`config.mk`:
```
export PLATFORM = sky130hd
export DESIGN_NAME = uart_tx_sched
export DESIGN_NICKNAME = d
export VERILOG_FILES = /design/src/rtl/uart_tx_sched_pkg.sv /design/src/rtl/uart_tx_sched_rr_arbiter.sv /design/src/rtl/uart_tx_sched.sv
export SDC_FILE = /design/constraint.sdc
export NUM_CORES = 1
export LEC_CHECK = 0
export BUFFER_PORTS_ARGS = -buffer_cell sky130_fd_sc_hd__buf_2
export CAP_MARGIN = 0
export CORE_UTILIZATION = 49
export CTS_CLUSTER_SIZE = 28
export DETAILED_ROUTE_END_ITERATION = 7
export GPL_TIMING_DRIVEN = 1
export PLACE_DENSITY = 0.83
export SLEW_MARGIN = 15
export SYNTH_ARGS = -nofsm -noshare
export SYNTH_HDL_FRONTEND = slang
export SYNTH_SLANG_ARGS = --single-unit
```
`constraint.sdc`:
```
create_clock -name clk -period 5.7 [get_ports clk]
set_clock_uncertainty 0.15 [all_clocks]
set_input_delay 0.285 -clock clk [delete_from_list [all_inputs] [get_ports clk]]
set_output_delay 0.285 -clock clk [all_outputs]
set_load 0.005 [all_outputs]
```
`src/rtl/uart_tx_sched_pkg.sv`:
```
// uart_tx_sched_pkg: shared uart state encodings; UART_TX_SCHED_HEADER_EN adds the
// grant-id header states to the scheduler FSM.
package uart_tx_sched_pkg;
  typedef enum logic [1:0] {TX_IDLE, TX_START, TX_DATA, TX_STOP} uart_tx_state_t;
`ifdef UART_TX_SCHED_HEADER_EN
  typedef enum logic [2:0] {IDLE, GRANT, HEADER, HWAIT, SEND, WAIT} sched_state_t;
`else
  typedef enum logic [2:0] {IDLE, GRANT, SEND, WAIT} sched_state_t;
`endif
endpackage

```
`src/rtl/uart_tx_sched_rr_arbiter.sv`:
```
// rr_arbiter: combinational round-robin winner search starting after last_grant.
module rr_arbiter #(
  parameter int N  = 4,
  parameter int GW = 2
) (
  input  logic [N-1:0]  req,
  input  logic [GW-1:0] last_grant,
  output logic          any,
  output logic [GW-1:0] winner
);
  assign any = |req;
  // walk offsets from farthest to nearest so the nearest requester wins
  always_comb begin
    winner = '0;
    for (int i = N; i >= 1; i--)
      if (req[GW'((int'(last_grant) + i) % N)]) winner = GW'((int'(last_grant) + i) % N);
  end
endmodule

```
`src/rtl/uart_tx_sched.sv`:
```
// uart_tx_sched: round-robin scheduler feeding requester words to one uart_tx.
// Define UART_TX_SCHED_HEADER_EN to prefix each word with a grant-id character.
module uart_tx_sched
  import uart_tx_sched_pkg::*;
#(
  parameter int NUM_REQ    = 4,
  parameter int DATA_BITS  = 8,
  parameter int WORD_BYTES = 4,
  localparam int GW = NUM_REQ > 1 ? $clog2(NUM_REQ) : 1
) (
  input  logic                                 clk,
  input  logic                                 reset,
  input  logic [NUM_REQ-1:0]                   req_valid,
  input  logic [NUM_REQ*WORD_BYTES*DATA_BITS-1:0] req_data,
  output logic [NUM_REQ-1:0]                   req_ready,
  input  logic                                 tx_done_tick,
  output logic                                 tx_start,
  output logic [DATA_BITS-1:0]                 tx_din,
  output logic                                 busy,
  output logic [GW-1:0]                        grant_id
);
  localparam int WW = WORD_BYTES * DATA_BITS;
  localparam int CW = WORD_BYTES > 1 ? $clog2(WORD_BYTES) : 1;
  sched_state_t state;
  logic [GW-1:0] last_grant, winner;
  logic any;
  logic [CW-1:0] cnt;
  logic [WW-1:0] shift, word, shift_nx;
  rr_arbiter #(.N(NUM_REQ), .GW(GW)) u_arb (
    .req(req_valid),
    .last_grant(last_grant),
    .any(any),
    .winner(winner)
  );
  assign word     = req_data[grant_id*WW +: WW];
  assign shift_nx = shift >> DATA_BITS;
  // a requester whose valid dropped before GRANT sees no accept pulse
  assign req_ready = (state == GRANT) ? req_valid & (NUM_REQ'(1) << grant_id) : '0;
  always_ff @(posedge clk or posedge reset)
    if (reset) begin
      state      <= IDLE;
      tx_start   <= 1'b0;
      tx_din     <= '0;
      busy       <= 1'b0;
      grant_id   <= '0;
      last_grant <= GW'(NUM_REQ - 1);
      cnt        <= '0;
      shift      <= '0;
    end else
      case (state)
        IDLE:
          if (any) begin
            state    <= GRANT;
            grant_id <= winner;
            busy     <= 1'b1;
          end
        GRANT:
          if (!req_valid[grant_id]) begin
            state <= IDLE;
            busy  <= 1'b0;
          end else begin
            shift    <= word;
            cnt      <= '0;
            tx_start <= 1'b1;
`ifdef UART_TX_SCHED_HEADER_EN
            state    <= HEADER;
            tx_din   <= DATA_BITS'(grant_id);
`else
            state    <= SEND;
            tx_din   <= word[DATA_BITS-1:0];
`endif
          end
`ifdef UART_TX_SCHED_HEADER_EN
        HEADER: begin
          tx_start <= 1'b0;
          state    <= HWAIT;
        end
        HWAIT:
          if (tx_done_tick) begin
            state    <= SEND;
            tx_start <= 1'b1;
            tx_din   <= shift[DATA_BITS-1:0];
          end
`endif
        SEND: begin
          tx_start <= 1'b0;
          state    <= WAIT;
        end
        WAIT:
          if (tx_done_tick) begin
            shift <= shift_nx;
            cnt   <= cnt + 1'b1;
            if (cnt == CW'(WORD_BYTES - 1)) begin
              state      <= IDLE;
              last_grant <= grant_id;
              busy       <= 1'b0;
            end else begin
              state    <= SEND;
              tx_start <= 1'b1;
              tx_din   <= shift_nx[DATA_BITS-1:0];
            end
          end
        default: state <= IDLE;
      endcase
endmodule
```
==> metrics <==
Max clock buf depth=2; Final setup viols=0; post-synthesis cell type count=37; Num Clock Sinks=42; TNS Setup=0 ns; via count=2350; Max Transition Viols Final=0; Synth top area share=0.3447; Fin. Hold Viols=0; relative slew slack=0.3276; Leak=1.827 nW; gpl congestion=0.8086; startpoint types=register; ranking of synthesized cells by area=dfrtp_1 (34%), mux4_2 (25%), mux2_2 (16%); H-tree levels=2; min-delay worst type=input port to asynchronous set/reset pin; status=completed; Synth Flop Type=dfrtp_1; FILL cells=454; height of the die=78.99 um; pwr dens=470.3 mW/mm^2; DP HPWL=around 5300 um; Synth Warn #=0; antenna-violating nets left=0; syn_nets=about 330; first-pass GRT wire length=10570 um; CP endpoint kind=register; Synth area leader=dfrtp_1; Die Span X=78.99 um; most frequent cell after synthesis=mux2_2; Final nets=roughly 470; Worst-Skew Late Latency=between 0.2 and 0.3 ns; Cells after Synth=195; # rows=27; IO buf count=150; drt initial violations=96; worst slew pin tran=1.006 ns; post-synthesis register bit count=42; total setup buffers inserted after CTS=0; max cap viols=0; die area=0.006239 mm^2; total gr overflow=0; share of cells above drive strength 1=0.7337; CP Data Arrival Time=roughly 2.6 ns; # DRC=0; largest net degree at the start of global routing=43; number of diodes=0; WP data required=5.72 ns; Worst VDD drop=0.2302 mV; Tmin final=between 2 and 3 ns; synthesis-to-layout area growth=28.35%; Avg Cell Area, Syn=14.89 um^2; routed vias/inst=5.732; Syn Std Cell Area=just under 0.003 mm^2; Post-synth top cells=mux2_2 (41), dfrtp_1 (40), mux4_2 (32), mux2_4 (10), a22o_1 (9); reg-to-reg startpoint=grant_id[0]; Initial Util=0.5178; Crit Path Max Fanout=26; CTS clk-pin slew, worst paths=around 0.080 ns; final wirelength=6810 um; vias in the first global route=2269; CTS root buffer=clkbuf_8; RSZ-0062 raised after global routing=no; CTS resizes=0; First-pass DRT Iterations=4; fmax=a little under 0.4 GHz; Hold Buf Count CTS=0; drt wl/cell=approximately 17 um; cts bufs inserted=5; CTS tree=done; reg-to-reg endpoint=shift[11]; Worst Setup Path Type=register to register; Async SR Flop Fraction=1.000; sequential fraction of the synthesis area=0.3628; Worst Hold Slack=0.03866 ns; register-to-register setup slack=around 3.1 ns; EDFF count, synth=0; Worst R2R Path Depth=3; io pins=151; GRT Overall Usage=0.2221; Tcrit/Tclk final=0.4526; Critical Path Sink=shift[11]; crit path from=grant_id[0]; initial antenna violation count=0; Core Region=0.005608 mm^2
cells by family after synthesis:
group	count (synthesis)	synth area share
compound gates	25	0.07152
fa+ha+maj	1	0.004308
buf+inv	21	0.04825
flops	42	0.3628
mux	84	0.4679
simple gates	22	0.04525
flip-flops by register name (all words and copies together), names as in the netlist:
register	count
shift	24
tx_din	8
cnt	2
grant_id	2
last_grant	2
state	2
busy	1
tx_start	1
where the power goes:
group	leakage (nW)	total [mW]	internal, mW	switching, mW
Clock	0.0482	0.192	0.0978	0.0945
Combinational	1.26	0.999	0.622	0.377
Sequential	0.521	0.562	0.442	0.120
layout by cell type, fill, tap and decap left out, types with 3 or more instances in the layout:
master	synthesis	layout
buf_2	5	150
dfrtp_1	40	39
clkbuf_8	0	6
nand2_1	5	5
mux2_4	10	10
mux4_2	32	32
a22o_1	9	9
nor2b_1	3	3
nand2b_1	3	3
mux2_2	41	41
o21ai_0	5	5
inv_1	4	3
critical path: stages, from the launching register on:
cell and delay, ns:
dfrtp_2 0.68, mux4_2 0.47, a21oi_4 0.75, mux2_2 0.41
routing by layer:
layer	track usage	up-vias	routed length [um]
met5	0	-	0
met4	0.04545	0	65
met3	0.03563	4	438
li1	-	1064	-
met1	0.2868	1168	2736
met2	0.3940	114	3569
final cells by class:
type | instances | area (um^2) | area share
Sequential cell | 42 | 1055 | 0.2830
Inverter | 4 | 15.01 | 0.004028
Clock inverter | 1 | 5.005 | 0.001343
Tap cell | 72 | 90.09 | 0.02417
Multi-Input combinational cell | 132 | 1710 | 0.4589
Timing Repair Buffer | 152 | 765.7 | 0.2054
Clock buffer | 7 | 86.33 | 0.02316
stage by stage:
step / std cells / setup WS (ns) / instance area, um^2 / power, mW / utilization
after floorplan: 195 / 3.699 / 2904 / 1.398 / -
after global placement: 402 / 3.126 / 3636 / 1.538 / 0.6484
after detailed placement: 402 / 3.086 / 3636 / 1.583 / 0.6484
after CTS: 410 / 3.076 / 3727 / 1.780 / 0.6647
after global routing: 410 / 2.969 / 3727 / 1.877 / 0.6647
final: 410 / 3.120 / 3727 / 1.753 / 0.6647
how the worst min path moves through the flow:
| stage | start | end | slack [ns] | cells past startpoint |
|---|---|---|---|---|
| final | reset | tx_din[1] | 0.04 | 2 |
| after global placement | tx_din[0] | tx_din[0] | 0.34 | 1 |
| after global routing | reset | tx_start | 0.11 | 2 |
| after detailed placement | tx_din[0] | tx_din[0] | 0.34 | 1 |
| after floorplan | tx_done_tick | state[0] | 0.31 | 3 |
| after CTS | reset | tx_start | 0.08 | 2 |
Note: power is estimated with default switching activity, not from simulation.
